$ cat config.mk
export PLATFORM = sky130hd
export DESIGN_NAME = output_datapath_ctrl_flat
export DESIGN_NICKNAME = d
export VERILOG_FILES = /design/src/rtl/output_datapath_ctrl_if.sv /design/src/rtl/output_datapath_ctrl.sv /design/src/flat_wrapper.sv
export SDC_FILE = /design/constraint.sdc
export NUM_CORES = 1
export LEC_CHECK = 0
export BUFFER_PORTS_ARGS = -buffer_cell sky130_fd_sc_hd__buf_2
export CAP_MARGIN = 20
export CORE_AREA = 2 2 39 41
export DETAILED_ROUTE_END_ITERATION = 8
export DIE_AREA = 0 0 41 43
export HOLD_SLACK_MARGIN = 0.05
export PLACE_DENSITY = 0.64
export SETUP_SLACK_MARGIN = 0.05
export SLEW_MARGIN = 20
export SYNTH_ARGS = -nofsm -noshare
export SYNTH_HDL_FRONTEND = slang
export SYNTH_SLANG_ARGS = --single-unit
$ cat constraint.sdc
create_clock -name clk -period 1.39 [get_ports clk]
set_input_delay 0.2085 -clock clk [delete_from_list [all_inputs] [get_ports clk]]
set_output_delay 0.2085 -clock clk [all_outputs]
set_load 0.01 [all_outputs]
$ cat src/rtl/output_datapath_ctrl_if.sv
// Handshake bundle between the output sequencer, the systolic array and the downstream consumer.
// The master side belongs to the sequencer; the slave side belongs to whatever drives its inputs.
interface output_datapath_ctrl_if;
   logic done_matrix_mult;
   logic dest_valid;
   logic sh_count_done;
   logic load_out;
   logic shift;
   logic src_ready;
   logic busy;
   logic out_done;
   logic seq_err;

   modport master (
      input  done_matrix_mult, dest_valid, sh_count_done,
      output load_out, shift, src_ready, busy, out_done, seq_err
   );

   modport slave (
      output done_matrix_mult, dest_valid, sh_count_done,
      input  load_out, shift, src_ready, busy, out_done, seq_err
   );
endinterface

$ cat src/rtl/output_datapath_ctrl.sv
// Sequencer for output_datapath: captures a 512-bit systolic result and streams it
// downstream as NUM_CHUNKS 64-bit chunks using a src_ready/dest_valid handshake.
module output_datapath_ctrl #(
   parameter int NUM_CHUNKS = 8,
   parameter int CNT_W      = $clog2(NUM_CHUNKS)
) (
   input  logic                   clk,
   input  logic                   reset,
   output_datapath_ctrl_if.master bus
);
   typedef enum logic [2:0] {
      S_IDLE,
      S_LOAD,
      S_WAIT_LD,
      S_SEND,
      S_SHIFT,
      S_DONE
   } state_t;

   localparam logic [CNT_W-1:0] LAST_CHUNK = CNT_W'(NUM_CHUNKS - 1);

   state_t           state;
   state_t           state_nxt;
   logic [CNT_W-1:0] chunk_cnt;
   logic             pending;
   logic             done_q;
   logic             seq_err;
   logic             done_rise;
   logic             handshake;
   logic             last_chunk;

   // pending only reacts to a fresh rising request, so a level held from IDLE is not double-served
   assign done_rise  = bus.done_matrix_mult && !done_q;
   assign handshake  = (state == S_SEND) && bus.dest_valid;
   assign last_chunk = (chunk_cnt == LAST_CHUNK);

   always_ff @(posedge clk or negedge reset) begin
      if (!reset) state <= S_IDLE;
      else        state <= state_nxt;
   end

   always_comb begin
      state_nxt = state;
      unique case (state)
         S_IDLE:    if (bus.done_matrix_mult) state_nxt = S_LOAD;
         S_LOAD:    state_nxt = S_WAIT_LD;
         S_WAIT_LD: state_nxt = S_SEND;
         S_SEND:    if (handshake) state_nxt = last_chunk ? S_DONE : S_SHIFT;
         S_SHIFT:   state_nxt = S_SEND;
         S_DONE:    state_nxt = (pending || done_rise) ? S_LOAD : S_IDLE;
         default:   state_nxt = S_IDLE;
      endcase
   end

   always_ff @(posedge clk or negedge reset) begin
      if (!reset) begin
         chunk_cnt <= '0;
         pending   <= 1'b0;
         done_q    <= 1'b0;
         seq_err   <= 1'b0;
      end else begin
         done_q <= bus.done_matrix_mult;
         if (state == S_LOAD)       chunk_cnt <= '0;
         else if (state == S_SHIFT) chunk_cnt <= chunk_cnt + 1'b1;
         // a request arriving in DONE is consumed by the DONE->LOAD transition itself
         if (state == S_DONE)
            pending <= 1'b0;
         else if (done_rise && (state inside {S_WAIT_LD, S_SEND, S_SHIFT}))
            pending <= 1'b1;
         if (handshake && (bus.sh_count_done != last_chunk))
            seq_err <= 1'b1;
      end
   end

   always_comb begin
      bus.load_out  = 1'b0;
      bus.shift     = 1'b0;
      bus.src_ready = 1'b0;
      bus.out_done  = 1'b0;
      bus.busy      = (state != S_IDLE);
      case (state)
         S_LOAD:  bus.load_out  = 1'b1;
         S_SEND:  bus.src_ready = 1'b1;
         S_SHIFT: bus.shift     = 1'b1;
         S_DONE:  bus.out_done  = 1'b1;
         default: ;
      endcase
   end

   assign bus.seq_err = seq_err;
endmodule

$ cat src/flat_wrapper.sv
// flat-port wrapper written by rule: the top's interface ports become plain ports
module output_datapath_ctrl_flat 
#(
   parameter int NUM_CHUNKS = 8,
   parameter int CNT_W      = $clog2(NUM_CHUNKS)
)
  (clk, reset, bus_done_matrix_mult, bus_dest_valid, bus_sh_count_done, bus_load_out, bus_shift, bus_src_ready, bus_busy, bus_out_done, bus_seq_err);
  output_datapath_ctrl_if bus_i ();
  input  logic clk;
  input  logic reset;
  input wire logic [$bits(bus_i.done_matrix_mult)-1:0] bus_done_matrix_mult;
  input wire logic [$bits(bus_i.dest_valid)-1:0] bus_dest_valid;
  input wire logic [$bits(bus_i.sh_count_done)-1:0] bus_sh_count_done;
  output wire logic [$bits(bus_i.load_out)-1:0] bus_load_out;
  output wire logic [$bits(bus_i.shift)-1:0] bus_shift;
  output wire logic [$bits(bus_i.src_ready)-1:0] bus_src_ready;
  output wire logic [$bits(bus_i.busy)-1:0] bus_busy;
  output wire logic [$bits(bus_i.out_done)-1:0] bus_out_done;
  output wire logic [$bits(bus_i.seq_err)-1:0] bus_seq_err;
  assign bus_i.done_matrix_mult = bus_done_matrix_mult;
  assign bus_i.dest_valid = bus_dest_valid;
  assign bus_i.sh_count_done = bus_sh_count_done;
  assign bus_load_out = bus_i.load_out;
  assign bus_shift = bus_i.shift;
  assign bus_src_ready = bus_i.src_ready;
  assign bus_busy = bus_i.busy;
  assign bus_out_done = bus_i.out_done;
  assign bus_seq_err = bus_i.seq_err;
  output_datapath_ctrl #(.NUM_CHUNKS(NUM_CHUNKS), .CNT_W(CNT_W)) u_core (.clk(clk), .reset(reset), .bus(bus_i));
endmodule
==> results.sh, run 1 <==
export IMPL_worstPathMaxFanout=5
export IMPL_net_switching_power_w=0.000520
export IMPL_cts_num_sinks=9
export IMPL_grtUsageTotal=0.140
export IMPL_power_w=0.00134
export IMPL_fillers=139
export IMPL_rsz0062_at_grt="yes"
export IMPL_vdd_drop_max_uv=957
export IMPL_antennaDiodeCount=0
export IMPL_final_cell_count_no_fill=78
export IMPL_fp_row_count=14
export IMPL_layout_nets=70
export IMPL_cts_made_buffers=3
export IMPL_final_cell_mix="buf_2 (8), dfrtp_1 (6), a21oi_1 (5), buf_4 (4)"
export IMPL_fin_ws_ps=-54.7
export IMPL_p_leak_nw=0.324
export IMPL_drtAntennaViolNets=0
export IMPL_maxSlewHeadroom=0.846
export IMPL_die_h_um=43
export IMPL_synth_cell_types=22
export IMPL_clk_latency_ps=260
export IMPL_die_area_um2=1760
export IMPL_avgSynthCellArea_um2=11.1
export IMPL_setup_tns_ps=-152
export IMPL_final_common_cell="buf_2"
export IMPL_synth_edf_count=0
export IMPL_start_util=0.354
export IMPL_ys_ff_latch=9
export IMPL_final_cell_area_um2=663
export IMPL_netlist_area_um2=489
export IMPL_hold_worst_slack_ps=74.7
export IMPL_drt_initial_drc_count=1
export IMPL_period_minus_slack_ps=1440
export IMPL_yosys_warnings=0
export IMPL_antenna_found_initial=0
export IMPL_r2r_start="u_core.chunk_cnt[0]"
export IMPL_slew_violations=0
export IMPL_power_frac_seq=0.346
export IMPL_drive_gt1_frac=0.548
export IMPL_period_share=1.04
export IMPL_dp_hpwl_um=604
export IMPL_yosysTopAreaCell="dfrtp_1"
export IMPL_synthTopCellsByArea="dfrtp_1 (46%), a21oi_1 (5.1%), ha_1 (5.1%)"
export IMPL_clockRootBuffer="clkbuf_4"
export IMPL_p_comb_frac=0.500
export IMPL_grt_pass1_vias=383
export IMPL_vias_per_cell=4.83
export IMPL_dieWidth_um=41
export IMPL_cp_arrival_ps=1240
export IMPL_synthArstFlopShare=1.00
export IMPL_critPathKind="register to output port"
export IMPL_p_int_w=0.000819
export IMPL_pwr_share_clk=0.154
export IMPL_cts_tree="built"
export IMPL_globalplace_congestion=0.641
export IMPL_cp_end_kind="output port"
export IMPL_port_buffers=10
export IMPL_hold_viol=0
export IMPL_boundaryPins=11
export IMPL_path_clk_slew_ps=60
export IMPL_crit_start="u_core.state[1]"
export IMPL_drc=0
export IMPL_worstPathRequired_ps=1180
export IMPL_vias=377
export IMPL_drt_wl_total_um=987
export IMPL_place_area_um2=544
export IMPL_core_area_um2=1380
export IMPL_worst_pin_slew_ps=230
export IMPL_gr_total_overflow=0
export IMPL_firstDrtPassIters=2
export IMPL_hold_start="bus_done_matrix_mult"
export IMPL_ys_seq_area_frac=0.460
export IMPL_hp_class="primary input to register"
export IMPL_area_growth_synth_to_final_pct=35.5
export IMPL_status="complete, but fails checks"
export IMPL_grt_pass1_wl_um=1590
export IMPL_grt_max_degree=10
export IMPL_violations="negative setup slack"
export IMPL_htreeDepth=1
export IMPL_synth_nets=51
export IMPL_max_freq_ghz=0.692
export IMPL_fin_skew_ps=1.13
export IMPL_place_inst=69
export IMPL_synth_flop_cell="dfrtp_1"
export IMPL_powerDensity_nw_per_um2=2020
export IMPL_p_sw_frac=0.389
export IMPL_start_kind="register"
export IMPL_setup_viol=5
export IMPL_cts_buffer_depth=2
export IMPL_post_drt_wl_per_cell_um=12.7
export IMPL_synth_top_area_frac=0.460
export IMPL_maxCapViolCount=0
export IMPL_synth_cells=44
-- routing by layer --
layer,vias up,routed length (um),global-route usage,share of wire
met4,0,11,0.0400,0.011
met5,-,0,0,0
met2,9,506,0.216,0.51
met3,2,52,0.0785,0.053
li1,187,-,-,-
met1,179,416,0.159,0.42
-- Yosys cell counts (2+ instances only) --
library cell	instances
nand2_1	3
and2_1	2
a21oi_1	5
ha_1	2
nor2_1	4
a22o_2	2
dfrtp_1	9
buf_6	2
or3_1	2
-- repair_timing --
action / 4_1_cts / 5_1_grt
resized for setup: 3 / 10
buffers inserted: 2 / 2
pin swaps: 2 / 3
endpoints found under the setup margin: 5 / 6
hold buffers: 1 / 0
hold endpoints to repair: 9 / 0
-- metrics by stage --
step	worst slack, ps	util
after floorplan	125	-
after global placement	94.1	0.393
after detailed placement	80.2	0.393
after CTS	-61.8	0.441
after global routing	-96.0	0.479
final	-54.7	0.479
-- power groups by stage --
stage	Clock (W)	Sequential (W)	Combinational, W
after floorplan	0	0.000411	0.000381
after global placement	0	0.000436	0.000460
after detailed placement	0	0.000436	0.000465
after CTS	0.000216	0.000431	0.000553
after global routing	0.000227	0.000477	0.000734
final	0.000207	0.000463	0.000669
-- final timing paths --
kind | to | slack (ps) | cells past startpoint
worst min register to register | u_core.bus.seq_err | 460 | 1
worst max register to register | u_core.state[0] | 80 | 6
worst min-delay path | u_core.done_q | 70 | 1
min in group asynchronous | u_core.chunk_cnt[0] | 320 | 2
max in group asynchronous | u_core.state[0] | 870 | 2
worst max-delay path | bus_busy | -50 | 2
-- registers in the layout, summed over array words and instances (netlist names) --
register,count
u_core.state,3
u_core.done_q,1
u_core.chunk_cnt,3
u_core.bus.seq_err,1
u_core.pending,1
-- cell type report --
type	count	area (um^2)	area share
inverters	1	3.75	0.00566
clock buffers	4	26.3	0.0396
multi-input cells	32	270	0.408
repair buffers	16	114	0.172
well taps	16	20.0	0.0302
flip-flops and latches	9	229	0.345
-- worst max-delay path: stages (launching register included) --
cell     delay, ps
dfrtp_2        440
or3_4          400
buf_6          130
-- cell families (layout without fill, tap and decap cells) --
logic type	Yosys count	in the layout	share of synthesized area
buffers and inverters	3	21	0.0537
adders and majority gates	2	2	0.0511
muxes	1	1	0.0307
xor gates and xnor gates	1	1	0.0179
and+or+nand+nor	18	18	0.248
AOI/OAI and AO/OA	10	10	0.138
DFF	9	9	0.460
No activity file was read; power rests on OpenSTA's default activity.
==> run 2: changes to the inputs <==
--- a/config.mk
+++ b/config.mk
@@ -5,13 +5,14 @@
 export SDC_FILE = /design/constraint.sdc
 export NUM_CORES = 1
 export LEC_CHECK = 0
+export ABC_AREA = 1
 export BUFFER_PORTS_ARGS = -buffer_cell sky130_fd_sc_hd__buf_2
 export CAP_MARGIN = 20
 export CORE_AREA = 2 2 39 41
 export DETAILED_ROUTE_END_ITERATION = 8
 export DIE_AREA = 0 0 41 43
 export HOLD_SLACK_MARGIN = 0.05
-export PLACE_DENSITY = 0.64
+export PLACE_DENSITY = 0.62
 export SETUP_SLACK_MARGIN = 0.05
 export SLEW_MARGIN = 20
 export SYNTH_ARGS = -nofsm -noshare
==> run 2 against run 1 <==
Compared with the run above: clock-buffer cell count stayed put; the run now ends clean; clock skew hardly changed; core utilization is 2.0 points higher; non-clock buffer count is 4 higher; sequential power is 10% lower; global-route usage is 0.15 points higher.
==> results.sh, run 2 <==
export IMPL_cts_num_sinks=9
export IMPL_hold_viol=0
export IMPL_vias=443
export IMPL_avgSynthCellArea_um2=7.78
export IMPL_place_area_um2=537
export IMPL_rsz0062_at_grt="yes"
export IMPL_post_drt_wl_per_cell_um=11.5
export IMPL_synth_most_common_cell="nand2_1"
export IMPL_maxCapViolCount=0
export IMPL_final_cell_area_um2=691
export IMPL_period_share=0.957
export IMPL_yosys_warnings=0
export IMPL_synth_cells=60
export IMPL_path_clk_slew_ps=60
export IMPL_netlist_area_um2=467
export IMPL_cp_end_kind="output port"
export IMPL_drtAntennaViolNets=0
export IMPL_synth_flop_cell="dfrtp_1"
export IMPL_boundaryPins=11
export IMPL_critPathSlowestCell="dfrtp_2"
export IMPL_core_area_um2=1380
export IMPL_start_kind="register"
export IMPL_die_h_um=43
export IMPL_path_cells="nor2_4 > nand2_1 > inv_2 > buf_2"
export IMPL_fin_ws_ps=60.4
export IMPL_r2r_cells=5
export IMPL_synth_edf_count=0
export IMPL_dieWidth_um=41
export IMPL_path_buf_inv=2
export IMPL_start_util=0.337
export IMPL_grt_pass1_vias=388
export IMPL_clockRootBuffer="clkbuf_4"
export IMPL_cp_arrival_ps=1120
export IMPL_firstDrtPassIters=4
export IMPL_hp_class="primary input to register"
export IMPL_whs_endpoint="u_core.done_q"
export IMPL_globalplace_congestion=0.667
export IMPL_max_freq_ghz=0.752
export IMPL_synthTopCellsByArea="dfrtp_1 (48%), nand2_1 (16%), inv_1 (7.2%)"
export IMPL_gr_total_overflow=0
export IMPL_cpLargestDelayFamily="flip-flops"
export IMPL_hold_start="bus_done_matrix_mult"
export IMPL_worstPathRequired_ps=1180
export IMPL_synth_cell_types=16
export IMPL_ys_ff_latch=9
export IMPL_grtUsageTotal=0.141
export IMPL_layout_nets=92
export IMPL_fp_row_count=14
export IMPL_drive_gt1_frac=0.452
export IMPL_maxSlewHeadroom=0.859
export IMPL_synth_commonest_cells="nand2_1 (20), dfrtp_1 (9), inv_1 (9)"
export IMPL_htreeDepth=1
export IMPL_worst_pin_slew_ps=209
export IMPL_cts_buffer_depth=2
export IMPL_cts_tree="built"
export IMPL_drc=0
export IMPL_clk_latency_ps=260
export IMPL_largest_registers="u_core.chunk_cnt: 3 flops, u_core.state: 3 flops"
export IMPL_powerDensity_nw_per_um2=1890
export IMPL_final_common_cell="nand2_1"
export IMPL_setup_tns_ps=0
export IMPL_cts_made_buffers=3
export IMPL_synth_top_area_frac=0.483
export IMPL_die_area_um2=1760
export IMPL_hold_depth=1
export IMPL_final_cell_mix="nand2_1 (19), inv_1 (8), buf_2 (8), buf_4 (8), dfrtp_1 (6)"
export IMPL_fin_skew_ps=1.28
export IMPL_synth_nets=67
export IMPL_setup_viol=0
export IMPL_worstPathMaxFanout=5
export IMPL_area_growth_synth_to_final_pct=48.0
export IMPL_status="finished clean"
export IMPL_yosysTopAreaCell="dfrtp_1"
export IMPL_period_minus_slack_ps=1330
export IMPL_reg2reg_to="u_core.bus.seq_err"
export IMPL_r2r_setup_slack_ps=100
export IMPL_r2r_start="u_core.chunk_cnt[0]"
export IMPL_drt_initial_drc_count=5
export IMPL_drt_wl_total_um=1150
export IMPL_vdd_drop_max_uv=721
export IMPL_slew_violations=0
export IMPL_slowest_delay_ps=430
export IMPL_p_leak_nw=0.383
export IMPL_antenna_found_initial=0
export IMPL_ys_seq_area_frac=0.483
export IMPL_port_buffers=10
export IMPL_dp_hpwl_um=719
export IMPL_grt_max_degree=10
export IMPL_antennaDiodeCount=0
export IMPL_dp_slack_ps=47.7
export IMPL_grt_pass1_wl_um=1570
export IMPL_synthArstFlopShare=1.00
export IMPL_vias_per_cell=4.43
export IMPL_critPathKind="register to output port"
[run 2: cell count changes in the layout (fill, tap and decap cells not counted), moves of 2 or more]
cell,delta
nand2_2,+2
and2_1,-2
nand2_1,+17
inv_1,+7
a22o_2,-2
ha_1,-2
buf_4,+4
nand3_1,+3
a21oi_1,-4
inv_2,+3
ha_2,+2
[run 2: worst max path at each step]
stage | to | slack [ps] | start | cells after the start
detailed placement | u_core.bus.seq_err | 50 | u_core.chunk_cnt[0] | 5
global route | bus_shift | 8 | u_core.state[0] | 4
global placement | u_core.bus.seq_err | 100 | u_core.chunk_cnt[0] | 5
finish | bus_shift | 60 | u_core.state[1] | 4
CTS | bus_shift | 30 | u_core.state[0] | 4
floorplan | u_core.bus.seq_err | 120 | u_core.chunk_cnt[0] | 5
[run 2: area by class of cell]
cell class / count / area [um^2]
Tap cell: 16 / 20.0
Multi-Input combinational cell: 40 / 230
Clock buffer: 4 / 26.3
Inverter: 11 / 41.3
Timing Repair Buffer: 20 / 144
Sequential cell: 9 / 229
Fill cell: 135 / 693
[run 2: per-stage QoR]
step,instances,utilization,power (W),hold WS (ps)
final,100,0.499,0.00130,82.4
after global routing,100,0.499,0.00141,69.8
after CTS,94,0.437,0.00113,69.1
after detailed placement,86,0.388,0.000825,75.7
after global placement,86,0.388,0.000822,74.9
after floorplan,60,-,0.000706,-87.1
[run 2: cells by family after synthesis]
logic type	after synthesis	share of synthesized area
AOI/OAI and AO/OA	3	0.0348
DFF	9	0.483
buffers and inverters	11	0.0885
adders and majority gates	2	0.0536
and+or+nand+nor	35	0.340
[run 2: metal layers]
metal,vias to the layer above,share of wire,GRT usage
met5,-,0,0
met4,0,0.012,0.120
met3,2,0.038,0.0314
met2,10,0.56,0.209
met1,200,0.39,0.160
li1,231,-,-
[run 2: power by group]
part           total, W  switching, W  internal (W)
sequential     0.000416     0.0000754      0.000341
combinational  0.000686      0.000361      0.000325
clock          0.000202     0.0000915      0.000111
[run 2: repair_timing]
action,4_1_cts,5_1_grt
buffers inserted,3,6
hold buffers,1,0
endpoints found under the hold margin,9,0
pin swaps,1,4
endpoints found under the setup margin,2,5
gates resized for setup,4,11
